--- config.mk ---
export PLATFORM = sky130hd
export DESIGN_NAME = instruction_decode
export DESIGN_NICKNAME = d
export VERILOG_FILES = /design/src/rtl/instruction_decode_pkg.sv /design/src/rtl/instruction_decode_register_file.sv /design/src/rtl/instruction_decode.sv
export SDC_FILE = /design/constraint.sdc
export NUM_CORES = 2
export LEC_CHECK = 0
export BUFFER_PORTS_ARGS = -buffer_cell sky130_fd_sc_hd__buf_2
export CORE_MARGIN = 4
export CORE_UTILIZATION = 40
export CTS_BUF_LIST = sky130_fd_sc_hd__clkbuf_16
export DETAILED_ROUTE_END_ITERATION = 16
export PLACE_DENSITY = 0.61
export SLEW_MARGIN = 20
export SYNTH_ARGS = -nofsm -noshare
export SYNTH_HDL_FRONTEND = slang
export SYNTH_HIERARCHICAL = 1
export SYNTH_SLANG_ARGS = --single-unit
--- constraint.sdc ---
create_clock -name clk -period 4.85 [get_ports clk]
set_clock_uncertainty 0.1 [all_clocks]
set_input_delay 0.2425 -clock clk [delete_from_list [all_inputs] [get_ports clk]]
set_output_delay 0.2425 -clock clk [all_outputs]
set_load 0.02 [all_outputs]
--- src/rtl/instruction_decode_pkg.sv ---
// rtl/instruction_decode_pkg.sv - shared opcode, NOP, ALU-code and immediate helpers for pipeline stages
package instruction_decode_pkg;

    localparam logic [6:0]  OP_R    = 7'b0110011;
    localparam logic [6:0]  OP_I    = 7'b0010011;
    localparam logic [6:0]  OP_LW   = 7'b0000011;
    localparam logic [6:0]  OP_SW   = 7'b0100011;
    localparam logic [6:0]  OP_BR   = 7'b1100011;

    // addi x0,x0,0
    localparam logic [31:0] NOP_INST = 32'h0000_0013;

    typedef enum logic [2:0] {
        ALU_ADD = 3'b000,
        ALU_SUB = 3'b001,
        ALU_AND = 3'b010,
        ALU_OR  = 3'b011,
        ALU_SLT = 3'b101
    } alu_ctrl_e;

    typedef struct packed {
        logic        valid;
        logic        illegal;
        logic [31:0] rd1;
        logic [31:0] rd2;
        logic [31:0] imm;
        logic [4:0]  rd;
        alu_ctrl_e   alu_ctrl;
        logic        alu_src;
        logic        reg_write;
        logic        mem_write;
        logic        result_src;
        logic        branch;
    } idex_t;

    function automatic logic [31:0] imm_i(input logic [31:0] w);
        return {{20{w[31]}}, w[31:20]};
    endfunction

    function automatic logic [31:0] imm_s(input logic [31:0] w);
        return {{20{w[31]}}, w[31:25], w[11:7]};
    endfunction

    function automatic logic [31:0] imm_b(input logic [31:0] w);
        return {{19{w[31]}}, w[31], w[7], w[30:25], w[11:8], 1'b0};
    endfunction

endpackage

--- src/rtl/instruction_decode_register_file.sv ---
// rtl/instruction_decode_register_file.sv - 32x32 register file, two async read ports, one sync write port
// Ports: clk, rst (sync active-low), we/waddr/wdata (write port),
//        raddr1/raddr2 -> rdata1/rdata2 (combinational reads, write-first bypass, x0 reads 0).
module register_file (
    input  logic        clk,
    input  logic        rst,
    input  logic        we,
    input  logic [4:0]  waddr,
    input  logic [31:0] wdata,
    input  logic [4:0]  raddr1,
    input  logic [4:0]  raddr2,
    output logic [31:0] rdata1,
    output logic [31:0] rdata2
);

    logic [31:0] regs_q [32];

    always_ff @(posedge clk) begin
        if (!rst) begin
            for (int i = 0; i < 32; i++) begin
                regs_q[i] <= '0;
            end
        end else if (we && (waddr != 5'd0)) begin
            regs_q[waddr] <= wdata;
        end
    end

    // A same-cycle write-back wins over the stored value so decode sees fresh data.
    always_comb begin
        rdata1 = '0;
        rdata2 = '0;
        if (raddr1 != 5'd0) begin
            rdata1 = (we && (waddr == raddr1)) ? wdata : regs_q[raddr1];
        end
        if (raddr2 != 5'd0) begin
            rdata2 = (we && (waddr == raddr2)) ? wdata : regs_q[raddr2];
        end
    end

endmodule

--- src/rtl/instruction_decode.sv ---
// rtl/instruction_decode.sv - IF/ID register, decode logic, ID/EX register and register file
// Ports: clk, rst (sync active-low); inst, flush from fetch; wbWe/wbRd/wbData write-back;
//        branchFlag/zeroFlag/branchOffset to fetch; rd1, rd2, immExt, rd, aluCtrl, aluSrc,
//        regWrite, memWrite, resultSrc, valid, illegal to execute.
module instruction_decode
    import instruction_decode_pkg::*;
(
    input  logic        clk,
    input  logic        rst,
    input  logic [31:0] inst,
    input  logic        flush,
    input  logic        wbWe,
    input  logic [4:0]  wbRd,
    input  logic [31:0] wbData,
    output logic        branchFlag,
    output logic        zeroFlag,
    output logic [31:0] branchOffset,
    output logic [31:0] rd1,
    output logic [31:0] rd2,
    output logic [31:0] immExt,
    output logic [4:0]  rd,
    output logic [2:0]  aluCtrl,
    output logic        aluSrc,
    output logic        regWrite,
    output logic        memWrite,
    output logic        resultSrc,
    output logic        valid,
    output logic        illegal
);

    logic [31:0] ifid_inst_q;
    logic        ifid_valid_q;
    idex_t       idex_q;
    idex_t       idex_d;
    idex_t       dec;
    logic        legal;
    logic [31:0] rf_rd1;
    logic [31:0] rf_rd2;

    logic [6:0]  opcode;
    logic [2:0]  funct3;
    logic [6:0]  funct7;

    assign opcode = ifid_inst_q[6:0];
    assign funct3 = ifid_inst_q[14:12];
    assign funct7 = ifid_inst_q[31:25];

    register_file u_register_file (
        .clk    (clk),
        .rst    (rst),
        .we     (wbWe),
        .waddr  (wbRd),
        .wdata  (wbData),
        .raddr1 (ifid_inst_q[19:15]),
        .raddr2 (ifid_inst_q[24:20]),
        .rdata1 (rf_rd1),
        .rdata2 (rf_rd2)
    );

    always_comb begin
        dec     = '0;
        legal   = 1'b0;
        dec.rd1 = rf_rd1;
        dec.rd2 = rf_rd2;
        case (opcode)
            OP_R: begin
                dec.rd        = ifid_inst_q[11:7];
                dec.reg_write = 1'b1;
                legal         = 1'b1;
                case ({funct7, funct3})
                    {7'b0000000, 3'b000}: dec.alu_ctrl = ALU_ADD;
                    {7'b0100000, 3'b000}: dec.alu_ctrl = ALU_SUB;
                    {7'b0000000, 3'b111}: dec.alu_ctrl = ALU_AND;
                    {7'b0000000, 3'b110}: dec.alu_ctrl = ALU_OR;
                    {7'b0000000, 3'b010}: dec.alu_ctrl = ALU_SLT;
                    default:              legal        = 1'b0;
                endcase
            end
            OP_I: begin
                dec.rd        = ifid_inst_q[11:7];
                dec.imm       = imm_i(ifid_inst_q);
                dec.reg_write = 1'b1;
                dec.alu_src   = 1'b1;
                legal         = 1'b1;
                case (funct3)
                    3'b000:  dec.alu_ctrl = ALU_ADD;
                    3'b111:  dec.alu_ctrl = ALU_AND;
                    3'b110:  dec.alu_ctrl = ALU_OR;
                    3'b010:  dec.alu_ctrl = ALU_SLT;
                    default: legal        = 1'b0;
                endcase
            end
            OP_LW: begin
                dec.rd         = ifid_inst_q[11:7];
                dec.imm        = imm_i(ifid_inst_q);
                dec.reg_write  = 1'b1;
                dec.alu_src    = 1'b1;
                dec.result_src = 1'b1;
                legal          = (funct3 == 3'b010);
            end
            OP_SW: begin
                dec.imm       = imm_s(ifid_inst_q);
                dec.mem_write = 1'b1;
                dec.alu_src   = 1'b1;
                legal         = (funct3 == 3'b010);
            end
            OP_BR: begin
                dec.imm      = imm_b(ifid_inst_q);
                dec.branch   = 1'b1;
                dec.alu_ctrl = ALU_SUB;
                legal        = (funct3 == 3'b000);
            end
            default: legal = 1'b0;
        endcase

        // Flush beats everything; an empty IF/ID slot is a bubble, not an illegal.
        idex_d = '0;
        if (!flush && ifid_valid_q) begin
            if (legal) begin
                idex_d       = dec;
                idex_d.valid = 1'b1;
            end else begin
                idex_d.illegal = 1'b1;
            end
        end
    end

    always_ff @(posedge clk) begin
        if (!rst) begin
            ifid_inst_q  <= NOP_INST;
            ifid_valid_q <= 1'b0;
            idex_q       <= '0;
        end else begin
            if (flush) begin
                ifid_inst_q  <= NOP_INST;
                ifid_valid_q <= 1'b0;
            end else begin
                ifid_inst_q  <= inst;
                ifid_valid_q <= 1'b1;
            end
            idex_q <= idex_d;
        end
    end

    assign rd1          = idex_q.rd1;
    assign rd2          = idex_q.rd2;
    assign immExt       = idex_q.imm;
    assign rd           = idex_q.rd;
    assign aluCtrl      = idex_q.alu_ctrl;
    assign aluSrc       = idex_q.alu_src;
    assign regWrite     = idex_q.reg_write;
    assign memWrite     = idex_q.mem_write;
    assign resultSrc    = idex_q.result_src;
    assign valid        = idex_q.valid;
    assign illegal      = idex_q.illegal;
    assign branchFlag   = idex_q.branch;
    assign branchOffset = idex_q.imm;
    assign zeroFlag     = idex_q.valid && (idex_q.rd1 == idex_q.rd2);

endmodule

==> results.sh <==
export IMPL_outcome="finished, final reports clean"
export IMPL_power_density_mw_per_mm2=347.9
export IMPL_firstDrtPassIters=6
export IMPL_die_area_mm2=0.1551
export IMPL_rr_startpoint="ifid_inst_q[20]$_SDFF_PP0_"
export IMPL_antenna_found_initial=33
export IMPL_final_cell_count_no_fill=6387
export IMPL_finalPower_uw=23520
export IMPL_gp_congestion=0.9116
export IMPL_end_kind="primary output"
export IMPL_initial_core_util=0.4027
export IMPL_clk_path_buf_depth=3
export IMPL_first_iter_violations=6613
export IMPL_cts_tree="built"
export IMPL_holdPathStages=2
export IMPL_period_share=0.7818
export IMPL_worstSetupStartpointType="flop"
export IMPL_cts_clk_slew_worst_paths_ns=0.07
export IMPL_hold_start="wbData[27]"
export IMPL_syn_to_final_growth_pct=13.57
export IMPL_reg2reg_slack_ns=1.51
export IMPL_placed_area_mm2=0.06305
export IMPL_postCtsSetupRepairBufs=0
export IMPL_io_pins=217
export IMPL_ctsHtreeMaxLevel=3
export IMPL_relSlewSlack=0.1475
export IMPL_grt_usage=0.2895
export IMPL_synth_largest_area_cell="edfxtp_1"
export IMPL_drv_cap=0
export IMPL_overflow=0
export IMPL_worstMarginPinSlew_ns=1.276
export IMPL_worstHoldEndpoint="u_register_file/regs_q[17][27]$_SDFFCE_PN0P_"
export IMPL_dr_wl_met3_mm=34.45
export IMPL_die_w_um=393.8
export IMPL_finalHoldViolations=0
export IMPL_first_global_vias=40161
export IMPL_drive_gt1_frac=0.2511
export IMPL_io_buffers=216
export IMPL_path_class="reg -> out"
export IMPL_synth_area_leaders="edfxtp_1, mux4_2, and2_1"
export IMPL_yosysMostFrequentCell="and2_1"
export IMPL_fmax_ghz=0.2637
export IMPL_slew_viol_final=0
export IMPL_synth_cell_type_count=59
export IMPL_hold_class="in -> reg"
export IMPL_fp_dieH_um=393.8
export IMPL_clockRootBuffer="clkbuf_16"
export IMPL_routed_top_layer="met5"
export IMPL_cts_sinks=1149
export IMPL_rsz0062_at_grt="false"
export IMPL_ys_flop_type="edfxtp_1"
export IMPL_ant_nets=0
export IMPL_avgSynthCellArea_um2=14.04
export IMPL_synthArstFlopShare=0
export IMPL_rows=141
export IMPL_drt_met1_wl_mm=87.23
export IMPL_route_detailed_drc=0
export IMPL_worst_ep_arrival_time_ns=3.45
export IMPL_worst_skew_pair_late_latency_ns=0.76
export IMPL_vias_per_cell=6.456
export IMPL_yosys_register_bits=1149
export IMPL_postLayoutCoreUtil=0.4574
export IMPL_nFillCells=12914
export IMPL_drt_total_wl_mm=230.6
export IMPL_ff2ff_path_depth=8
export IMPL_yosysTopAreaCellShare=0.5164
export IMPL_period_minus_slack_ns=3.792
export IMPL_num_nets_final=4405
export IMPL_drt_wirelength_per_cell_um=36.10
export IMPL_via_count=41233
export IMPL_wl_met2_mm=98.06
export IMPL_grt_max_degree=105
export IMPL_reg2reg_to="rd2[21]$_SDFF_PN0_"
export IMPL_cts_buffers=120
export IMPL_yosysSeqAreaShare=0.5585
export IMPL_synthCells=4240
export IMPL_yosysWarnings=6
export IMPL_fin_area_mm2=0.06762
export IMPL_grt_first_pass_wirelength_mm=318.0
export IMPL_p_leak_uw=0.02321
export IMPL_setup_viol_count_final=0
export IMPL_core_area_mm2=0.1478
export IMPL_synth_top_cells_by_count="and2_1, edfxtp_1, mux4_2"
export IMPL_critPathRequiredTime_ns=4.51
export IMPL_synth_area_mm2=0.05954
export IMPL_fin_setup_tns_ns=0
export IMPL_placed_cells=6090
export IMPL_vdd_ir_drop_max_mv=0.3375
export IMPL_cp_max_fo=2
export IMPL_dpl_hpwl_mm=138.6
export IMPL_synth_edff_count=1024
## what timing repair did
action                    CTS  global route
hold buffers               50             0
hold endpoints to repair  258             0
resized for setup           0             0
## logic make-up (layout without fill, tap and decap cells)
group,Yosys count,in the layout,share of synthesized area
flip-flops,1149,1149,0.5585
XOR/XNOR,42,42,0.006178
other,1,53,0.00006298
multiplexers,711,711,0.2011
AO/OA/AOI/OAI,476,476,0.05632
AND/OR/NAND/NOR,1376,1376,0.1382
buffers and inverters,485,650,0.03963
## through the flow
step	hold slack [ns]	worst slack (ns)
finish	0.03347	1.058
global route	0.04529	0.9543
CTS	0.00003725	1.268
detailed placement	0.3271	1.492
global placement	0.3291	1.497
floorplan	0.2440	0.9056
## metal layers
layer,global-route usage,vias to the layer above
li1,-,16215
met1,0.3956,21054
met2,0.4158,3324
met3,0.1050,628
met4,0.1202,12
met5,0.02001,-
## area by class of cell
| class | instances | area, um2 | share of cell area |
|---|---|---|---|
| clock inverters | 102 | 908.4 | 0.01343 |
| inverters | 6 | 23.77 | 0.0003515 |
| flip-flops and latches | 1149 | 33280 | 0.4922 |
| well taps | 1930 | 2415 | 0.03571 |
| repair buffers | 418 | 3100 | 0.04585 |
| clock buffers | 124 | 3103 | 0.04589 |
| diodes | 21 | 52.55 | 0.0007771 |
| multi-input cells | 2637 | 24740 | 0.3658 |
## cell usage in the layout (no fill, tap or decap), types with 50 or more instances in the layout
cell              n
nand2_1          68
edfxtp_1       1024
dfxtp_1         115
mux4_2          380
buf_4           123
dlygate4sd3_1    50
and2_1         1087
a22oi_1          90
buf_2           215
mux2_2           83
o21ai_0          59
o22ai_1          80
mux2i_1         248
clkbuf_16       124
## worst max-delay path: stages, from the launching register on
cell and delay, ns:
dfxtp_1 0.55, xor2_1 0.43, nor4_1 0.31, nand3_1 0.66, nor3_1 0.51, buf_2 0.24
## sequential cells by signal (all words and copies together), names as in the netlist
name / cells
regWrite: 1
aluSrc: 1
memWrite: 1
rd1: 32
resultSrc: 1
ifid_inst_q: 32
valid: 1
branchOffset: 13
illegal: 1
aluCtrl: 3
branchFlag: 1
ifid_valid_q: 1
u_register_file/regs_q: 1024
rd: 5
rd2: 32
## how the worst max path moves through the flow
| stage | start | endpoint | slack, ns | cells after the start |
|---|---|---|---|---|
| detailed placement | ifid_inst_q[20]$_SDFF_PP0_ | rd2[21]$_SDFF_PN0_ | 1.49 | 8 |
| global route | rd1[12]$_SDFF_PN0_ | zeroFlag | 0.95 | 5 |
| global placement | ifid_inst_q[20]$_SDFF_PP0_ | rd2[21]$_SDFF_PN0_ | 1.50 | 8 |
| CTS | rd1[12]$_SDFF_PN0_ | zeroFlag | 1.27 | 5 |
| floorplan | wbRd[3] | u_register_file/regs_q[4][0]$_SDFFCE_PN0P_ | 0.91 | 4 |
| finish | rd1[12]$_SDFF_PN0_ | zeroFlag | 1.06 | 5 |
## power breakdown
part	internal (uW)	leakage (uW)	switching, uW
registers	11300	0.0108	322
clock network	5470	0.00206	4090
logic	929	0.0104	1440
No activity file was read; power rests on OpenSTA's default activity.
